===== src/rtl/i2c_target_regs_m.sv =====
// i2c_target_regs_m: I2C target that exposes a small byte-wide register bank.
//
// Oversamples SCL/SDA on bbc_ck8. It never drives SCL, and it drives SDA open-drain through sda_oe.
// Protocol: START, {DEV_ADDR, R/W}, then one of two forms.
//   Write: pointer byte, then data bytes, each written at the pointer, which then auto-increments.
//   Read:  data bytes from the current pointer, until the initiator NACKs.
// The pointer wraps modulo 2**PTR_W and is kept between transactions.
//
// Optional build macro: I2C_GLITCH_FILTER_EN adds a 3-sample agreement filter on both lines.
//
// Ports:
//   bbc_ck8    clock, all flops on the rising edge
//   reset      synchronous active-high reset
//   scl_in     raw SCL pad level (asynchronous)
//   sda_in     raw SDA pad level (asynchronous)
//   sda_oe     1 pulls SDA low, 0 releases it
//   reg_addr   current register pointer
//   reg_wdata  write data, valid while reg_wr_en=1
//   reg_wr_en  one-cycle write strobe
//   reg_rdata  read data for reg_addr (combinational from the parent)
//   reg_rd_en  one-cycle strobe when reg_rdata is captured
//   busy       1 from an address match until STOP
module i2c_target_regs_m #(
  parameter logic [6:0]  DEV_ADDR = 7'h50,
  parameter int unsigned PTR_W    = 2
) (
  input  logic             bbc_ck8,
  input  logic             reset,
  input  logic             scl_in,
  input  logic             sda_in,
  output logic             sda_oe,
  output logic [PTR_W-1:0] reg_addr,
  output logic [7:0]       reg_wdata,
  output logic             reg_wr_en,
  input  logic [7:0]       reg_rdata,
  output logic             reg_rd_en,
  output logic             busy
);

  typedef enum logic [3:0] {
    StIdle, StAddr, StAddrAck, StPtr, StPtrAck, StWdata, StWdataAck, StRdata, StRdataAck
  } state_e;

  // Input conditioning. Synchronizers reset to the idle-high bus level, so that no false
  // edge appears when reset is released.
  logic [1:0] scl_sync_q, sda_sync_q;
  logic       scl_s, sda_s;
  logic       scl_prev_q, sda_prev_q;

  always_ff @(posedge bbc_ck8) begin
    if (reset) begin
      scl_sync_q <= 2'b11;
      sda_sync_q <= 2'b11;
    end else begin
      scl_sync_q <= {scl_sync_q[0], scl_in};
      sda_sync_q <= {sda_sync_q[0], sda_in};
    end
  end

`ifdef I2C_GLITCH_FILTER_EN
  // The filtered level follows the line only when the current sample and the two before it agree.
  logic [1:0] scl_hist_q, sda_hist_q;
  logic       scl_filt_q, sda_filt_q;

  always_comb begin
    scl_s = scl_filt_q;
    sda_s = sda_filt_q;
    if (&{scl_hist_q, scl_sync_q[1]}) scl_s = 1'b1;
    else if (~|{scl_hist_q, scl_sync_q[1]}) scl_s = 1'b0;
    if (&{sda_hist_q, sda_sync_q[1]}) sda_s = 1'b1;
    else if (~|{sda_hist_q, sda_sync_q[1]}) sda_s = 1'b0;
  end

  always_ff @(posedge bbc_ck8) begin
    if (reset) begin
      scl_hist_q <= 2'b11;
      sda_hist_q <= 2'b11;
      scl_filt_q <= 1'b1;
      sda_filt_q <= 1'b1;
    end else begin
      scl_hist_q <= {scl_hist_q[0], scl_sync_q[1]};
      sda_hist_q <= {sda_hist_q[0], sda_sync_q[1]};
      scl_filt_q <= scl_s;
      sda_filt_q <= sda_s;
    end
  end
`else
  assign scl_s = scl_sync_q[1];
  assign sda_s = sda_sync_q[1];
`endif

  always_ff @(posedge bbc_ck8) begin
    if (reset) begin
      scl_prev_q <= 1'b1;
      sda_prev_q <= 1'b1;
    end else begin
      scl_prev_q <= scl_s;
      sda_prev_q <= sda_s;
    end
  end

  logic scl_rise, scl_fall, start_det, stop_det;
  assign scl_rise  = scl_s & ~scl_prev_q;
  assign scl_fall  = ~scl_s & scl_prev_q;
  assign start_det = scl_s & ~sda_s & sda_prev_q;
  assign stop_det  = scl_s & sda_s & ~sda_prev_q;

  state_e     state_q;
  logic [2:0] bit_cnt_q;
  logic [6:0] rx_q;       // bits received so far in the current byte
  logic [6:0] tx_q;       // bits still to send after the one on the bus
  logic       rw_q;
  logic       ack_ph_q;   // 0: waiting for the fall that ends bit 8; 1: inside the ACK bit
  logic       mack_q;     // initiator's ACK bit, 0 = more bytes wanted
  logic [7:0] rx_next;

  assign rx_next = {rx_q, sda_s};

  always_ff @(posedge bbc_ck8) begin
    if (reset) begin
      state_q   <= StIdle;
      bit_cnt_q <= '0;
      rx_q      <= '0;
      tx_q      <= '0;
      rw_q      <= 1'b0;
      ack_ph_q  <= 1'b0;
      mack_q    <= 1'b1;
      sda_oe    <= 1'b0;
      reg_addr  <= '0;
      reg_wdata <= '0;
      reg_wr_en <= 1'b0;
      reg_rd_en <= 1'b0;
      busy      <= 1'b0;
    end else begin
      reg_wr_en <= 1'b0;
      reg_rd_en <= 1'b0;
      if (start_det) begin
        state_q   <= StAddr;
        bit_cnt_q <= '0;
        ack_ph_q  <= 1'b0;
        sda_oe    <= 1'b0;
      end else if (stop_det) begin
        state_q   <= StIdle;
        bit_cnt_q <= '0;
        sda_oe    <= 1'b0;
        busy      <= 1'b0;
      end else begin
        unique case (state_q)
          StIdle: ;
          StAddr, StPtr, StWdata: begin
            if (scl_rise) begin
              rx_q      <= rx_next[6:0];
              bit_cnt_q <= bit_cnt_q + 3'd1;
              if (bit_cnt_q == 3'd7) begin
                ack_ph_q <= 1'b0;
                if (state_q == StAddr) begin
                  if (rx_next[7:1] == DEV_ADDR) begin
                    state_q <= StAddrAck;
                    rw_q    <= rx_next[0];
                    busy    <= 1'b1;
                  end else begin
                    state_q <= StIdle;
                  end
                end else if (state_q == StPtr) begin
                  reg_addr <= rx_next[PTR_W-1:0];
                  state_q  <= StPtrAck;
                end else begin
                  reg_wdata <= rx_next;
                  reg_wr_en <= 1'b1;
                  state_q   <= StWdataAck;
                end
              end
            end
          end
          StAddrAck, StPtrAck, StWdataAck: begin
            if (scl_fall) begin
              if (!ack_ph_q) begin
                sda_oe   <= 1'b1;
                ack_ph_q <= 1'b1;
              end else begin
                ack_ph_q <= 1'b0;
                if (state_q == StAddrAck && rw_q) begin
                  reg_rd_en <= 1'b1;
                  tx_q      <= reg_rdata[6:0];
                  sda_oe    <= ~reg_rdata[7];
                  state_q   <= StRdata;
                end else begin
                  sda_oe  <= 1'b0;
                  state_q <= (state_q == StAddrAck) ? StPtr : StWdata;
                  if (state_q == StWdataAck) reg_addr <= reg_addr + 1'b1;
                end
              end
            end
          end
          StRdata: begin
            if (scl_rise) begin
              bit_cnt_q <= bit_cnt_q + 3'd1;
              if (bit_cnt_q == 3'd7) begin
                ack_ph_q <= 1'b0;
                state_q  <= StRdataAck;
              end
            end else if (scl_fall) begin
              sda_oe <= ~tx_q[6];
              tx_q   <= {tx_q[5:0], 1'b0};
            end
          end
          StRdataAck: begin
            if (scl_fall && !ack_ph_q) begin
              sda_oe   <= 1'b0;
              ack_ph_q <= 1'b1;
            end else if (scl_rise && ack_ph_q) begin
              mack_q <= sda_s;
              // Advance the pointer on the ACK rise, so reg_rdata already shows the next
              // byte when it is captured on the following fall.
              if (!sda_s) reg_addr <= reg_addr + 1'b1;
            end else if (scl_fall && ack_ph_q) begin
              ack_ph_q <= 1'b0;
              if (!mack_q) begin
                reg_rd_en <= 1'b1;
                tx_q      <= reg_rdata[6:0];
                sda_oe    <= ~reg_rdata[7];
                state_q   <= StRdata;
              end else begin
                sda_oe  <= 1'b0;
                state_q <= StIdle;
              end
            end
          end
          default: state_q <= StIdle;
        endcase
      end
    end
  end

endmodule


===== config.mk =====
export PLATFORM = sky130hd
export DESIGN_NAME = i2c_target_regs_m
export DESIGN_NICKNAME = d
export VERILOG_FILES = /design/src/rtl/i2c_target_regs_m.sv
export SDC_FILE = /design/constraint.sdc
export NUM_CORES = 1
export LEC_CHECK = 0
export CORE_UTILIZATION = 59
export CTS_CLUSTER_DIAMETER = 120
export DETAILED_ROUTE_END_ITERATION = 7
export HOLD_SLACK_MARGIN = 0.1
export MAX_ROUTING_LAYER = met4
export PLACE_DENSITY = 0.91
export SLEW_MARGIN = 20
export SYNTH_ARGS = -nofsm -noshare
export SYNTH_HDL_FRONTEND = slang
export SYNTH_SLANG_ARGS = --single-unit

===== constraint.sdc =====
create_clock -name bbc_ck8 -period 4.55 [get_ports bbc_ck8]
set_input_delay 0.6825 -clock bbc_ck8 [delete_from_list [all_inputs] [get_ports bbc_ck8]]
set_output_delay 0.6825 -clock bbc_ck8 [all_outputs]
set_load 0.005 [all_outputs]

======== Yosys cells after proc, flatten, opt, wreduce, memory -nomap -nowiden ========
Cells that the tools add are included.
storage, ports and cells
  output and inout port bits .............. 14
  bits of input ports ..................... 12
  register bits after elaboration ......... 44
  logic and storage cells ................. 189
cells by class
  reductions and logical operators ........ 32
  mux-type cells .......................... 73
  eq/ne operators ......................... 43
  bitwise operators ....................... 21
  add/subtract/negate cells ............... 2
operators with widths
  kind                count
  $mux 7              9
  $mux 4              10
  $ne 2x2->1 const B  19
  $ne 4x4->1 const B  9
  $mux 1              32
  $mux 2              13
  $pmux 7 s3          1
  $reduce_and 7->1    3
  $pmux 4 s5          1
  $reduce_and 10->1   2
  $eq 4x3->1 const B  4
  $not 1->1           15
  $reduce_and 14->1   1
  $reduce_and 12->1   1
  $reduce_and 6->1    2
  $reduce_bool 2->1   5
  $mux 3              3
  $ne 3x3->1 const B  3
  $reduce_bool 3->1   3
  $reduce_or 3->1     3
  $eq 4x2->1 const B  2
  $eq 7x7->1 const B  1
  $reduce_or 7->1     1
  $and 1x1->1         6
  17 further kinds    22

======== Logic depth before layout (Yosys ltp) ========
  depth after elaboration ................. 9
  gate-level depth with buffers ........... 8
  gate-level depth less buffers ........... 7

======== Least setup slack after synthesis ========
OpenSTA, ideal clock, no wires.
  kind .................................... register -> register
  from .................................... register state_q[1]
  to ...................................... register reg_addr[0]
  slack ................................... 2.621 ns
  path buffers ............................ 1
  required time ........................... 4.476 ns
  arrival time ............................ 1.854 ns
  cell stages (with the launch flop) ...... 7
  clock period less this slack ............ 1.929 ns
  cells stage by stage .................... dfxtp_1 > buf_6 > nor3_4 > a31oi_1 > or4b_4 > or4_1 > a31oi_1
on the way
  cells in the longest elaborated chain, start to end .. 4
  elaborated cells on any way between the ends .. 24
  classes of those cells .................. eq/ne: 18; mux: 1; reduce/logical: 5
RTL lines
  element                                                           RTL line  text
  start: declaration                                                108       state_e state_q;
  start signal: assignment                                          121       state_q <= StIdle;
  start signal: assignment                                          138       state_q <= StAddr;
  start signal: assignment                                          143       state_q <= StIdle;
  $eq 4x2->1 (tied with other cells)                                148, 182
  $reduce_or 3->1 / $logic_and 1x1->1 (equally long branches)       148, 182
  $ne 2x2->1 (no line) / $reduce_bool 3->1 (equally long branches)  n/a
  $reduce_and 14->1 (no line)                                       n/a
  end signal: assignment                                            165       reg_addr <= rx_next[PTR_W-1:0];
  end signal: assignment                                            190       if (state_q == StWdataAck) reg_addr <= reg_addr + 1'b1;
  end signal: assignment                                            215       if (!sda_s) reg_addr <= reg_addr + 1'b1;
  end: declaration                                                  32        output logic [PTR_W-1:0] reg_addr,
Parallel ways exist; a longest one is shown, timed or not.
A chain may end at the register's enable or synchronous reset.

======== Worst setup path in the final report ========
  from .................................... register state_q[0]
  to ...................................... register tx_q[2]
on the way
  cells in the longest elaborated chain, start to end .. 4
  elaborated cells on any way between the ends .. 19
  classes of those cells .................. eq/ne: 14; mux: 1; reduce/logical: 4
RTL lines
  element                                                           RTL line  text
  $eq 4x2->1 / $eq 4x3->1 (equally long branches)                   148, 182
  $reduce_or 3->1 / $logic_and 1x1->1 (equally long branches)       148, 182
  $ne 2x2->1 (no line) / $reduce_bool 3->1 (equally long branches)  n/a
  $reduce_and 12->1 (no line)                                       n/a
  end signal: assignment                                            184       tx_q <= reg_rdata[6:0];
  end signal: assignment                                            204       tx_q <= {tx_q[5:0], 1'b0};
  end signal: assignment                                            220       tx_q <= reg_rdata[6:0];
  end: declaration                                                  111       logic [6:0] tx_q;
Parallel ways exist; a longest one is shown, timed or not.

==> reports/qor.txt <==
Hold_buf cts = 0
Worst-skew pair later-pin latency = 0.37 ns
TritonCTS clock tree = built
Weighted congestion at the end of routability-driven global placement = 0.853
Starting utilization of the core area = 0.629
Count of flip-flops with a built-in enable after synthesis = 0
Most frequent cells in the layout = dfxtp_1 (44), nor2_1 (30), nand2_1 (25), clkdlybuf4s50_1 (25), mux2i_1 (16)
Std cell rows = 21
Vertical die dimension = 62.3 µm
Clock-pin transition on the worst setup and hold timing paths = 0.14 ns
Part of the cycle the worst path needs = 0.532
Detail Placement HPWL = 3040 µm
Sum of negative setup slack = 0 ns
Static leakage = 0.936 nW
Area contributors post-synth = dfxtp_1 (41%), mux2i_1 (7.5%), nor2_1 (5.2%)
Number of ports placed on the die boundary = 26
Routed vias = 1807
Power Dens Cells = 286 nW/µm²
Required time of the critical path = 4.83 ns
Synthesized netlist net count = 262
Worst slack after detailed placement = 2.27 ns
Count of endpoints failing hold in the final timing report = 0
Layout cell share with drive strength beyond 1 = 0.0906
CTS sink cnt = 44
Post-layout net count = 278
Drt drc = 0
CP Launch Type = flip-flop
Die Width = 62.3 µm
Leading area contributor after synthesis = dfxtp_1
Primary FF master, synth = dfxtp_1
Total wirelength of the detailed-routed design = 4370 µm
Maximum number of pins on one net before global-route repair = 38
Maximum clock rate = 413 MHz
Register bit count reported by yosys = 44
Detail-routed net length per standard cell = 14.0 µm
Delay of the slowest critical-path stage = 0.70 ns
Clock buffers created by TritonCTS = 5
Setup clock skew after layout = 0.0114 ns
Residual overflow from global routing = 0
Max transition margin = 0.525
RSZ-0062 raised after global routing = no
Maxcap violations = 0
First-pass GRT wire length = 7400 µm
Most common cell after layout, fill and taps aside = dfxtp_1
Net switching fraction of the power = 0.232
Syn Area/Cell = 8.66 µm²
Switching Power = 0.000164 W
All-Layer GR Usage = 0.249
Clock root buffer = clkbuf_4
Area growth syn-to-layout = 15.1%
Area share of the largest cell type after synthesis = 0.410
Portion of the post-synthesis area used by sequential elements = 0.410
Final setup slack of the worst path = 2.13 ns
Synthesized instance count = 248
Final period demand of the worst path = 2.42 ns
Worst Tran Pin Value = 0.708 ns
Via count of the first global-routing pass = 1671
Drt first pass iters = 5
Crit-path slowest cell = dfxtp_1
Internal = 0.000544 W
Core Region = 3420 µm²
Post-Layout Inst Area = 2470 µm²
Number of cells upsized or downsized after cts = 0
CP Cell Sequence = nor2b_1 -> nand3_1 -> a21boi_0 -> buf_4 -> nor2_1 -> a311oi_1
Final number of setup-violating endpoints = 0
Largest voltage drop on the vdd net = 248 µV
Initial drt markers = 104
Arrival time of the worst setup path = 2.70 ns
Power share of the clock group = 0.374
Run status = finished, final reports clean
Classification of the worst setup path = flip-flop to flip-flop
Power share of the sequential group = 0.560
Detail-routed via count per cell = 5.81
Post-CTS setup buffers = 0
Area of the die = 3890 µm²
Netlist area before placement = 2150 µm²
Level count of the clock H-tree = 2
Layout Utilization = 0.724
Critical Path Fanout Max = 17
Total of warnings raised by yosys = 0
Buffers added on ports = 25
Maximum clock insertion buffer count = 2
Proportion of register bits with asynchronous set or reset after synthesis = 0
Number of distinct library cells after synthesis = 51
Max-slew violation count = 0
Critical path endpoint category = flip-flop
Number of antenna diodes = 0
Placed Area = 2380 µm²
Power share of the combinational group = 0.066
Number of antenna violations at the first check in global routing = 0
Hold Path Class = flip-flop to flip-flop
Post-DRT Antenna Nets = 0
## per-stage QoR
| stage | hold slack, ns | power [W] | instances |
|---|---|---|---|
| after global routing | 0.454 | 0.000737 | 311 |
| after floorplan | 0.389 | 0.000436 | 248 |
| final | 0.422 | 0.000708 | 311 |
| after global placement | 0.393 | 0.000451 | 303 |
| after CTS | 0.436 | 0.000713 | 311 |
| after detailed placement | 0.394 | 0.000452 | 303 |
## logic make-up (layout without fill, tap and decap cells)
| kind of cell | count (synthesis) | after routing | share of synthesized area |
|---|---|---|---|
| simple gates | 103 | 103 | 0.257 |
| compound gates | 50 | 50 | 0.164 |
| flops | 44 | 44 | 0.410 |
| buf+inv | 27 | 44 | 0.0565 |
| mux | 16 | 16 | 0.0745 |
| fa+ha+maj | 4 | 4 | 0.0210 |
| xor+xnor | 4 | 4 | 0.0163 |
## critical path, delay by kind of cell, from the launching register on
family / cells / cell delay, ns
buffers and inverters: 1 / 0.23
and+or+nand+nor: 3 / 0.82
DFF: 1 / 0.70
AOI/OAI and AO/OA: 2 / 0.58
## synth_stat cells, types with 4 or more instances
master	count
a211oi_1	4
a21oi_1	7
a311oi_1	6
buf_2	4
clkbuf_1	11
dfxtp_1	44
inv_1	9
mux2i_1	16
nand2_1	25
nand3_1	4
nor2_1	30
nor2b_1	6
nor3_1	5
o21ai_0	12
or2_2	8
## power groups by stage
| stage | logic (W) | clock network [W] | registers [W] |
|---|---|---|---|
| finish | 0.0000468 | 0.000265 | 0.000397 |
| floorplan | 0.0000364 | 0 | 0.000399 |
| global placement | 0.0000458 | 0 | 0.000405 |
| global route | 0.0000510 | 0.000288 | 0.000398 |
| CTS | 0.0000467 | 0.000270 | 0.000397 |
| detailed placement | 0.0000465 | 0 | 0.000405 |
## registers in the layout, summed over array words and instances, names as in the netlist, 2 cells and up
name and flops:
rx_q 7, bit_cnt_q 3, scl_sync_q 2, reg_wdata 8, reg_addr 2, tx_q 7, sda_sync_q 2, state_q 4
## layer usage
metal	vias up	wire (µm)	GRT usage
met5	-	0	-
met4	0	52	0.102
met3	6	261	0.0790
met2	53	2120	0.400
met1	840	1930	0.287
li1	908	-	-
## final cells by class
| cell class | instances | area [µm²] |
|---|---|---|
| multi-input combinational | 177 | 1150 |
| fill | 259 | 942 |
| sequential | 44 | 881 |
| timing repair buffer | 27 | 265 |
| tap | 46 | 57.6 |
| clock buffer | 6 | 51.3 |
| clock inverter | 2 | 38.8 |
| inverter | 9 | 33.8 |
## worst paths after layout
| path | startpoint | to | slack (ns) | depth (start not counted) |
|---|---|---|---|---|
| setup / recovery | state_q[0]$_SDFFE_PP0P_ | tx_q[2]$_SDFFE_PP0P_ | 2.13 | 6 |
| hold / removal | sda_sync_q[0]$_SDFF_PP1_ | sda_sync_q[1]$_SDFF_PP1_ | 0.42 | 1 |
| setup reg to reg | state_q[0]$_SDFFE_PP0P_ | tx_q[2]$_SDFFE_PP0P_ | 2.13 | 6 |
| hold reg to reg | sda_sync_q[0]$_SDFF_PP1_ | sda_sync_q[1]$_SDFF_PP1_ | 0.42 | 1 |
(Power assumes the default switching activity.)
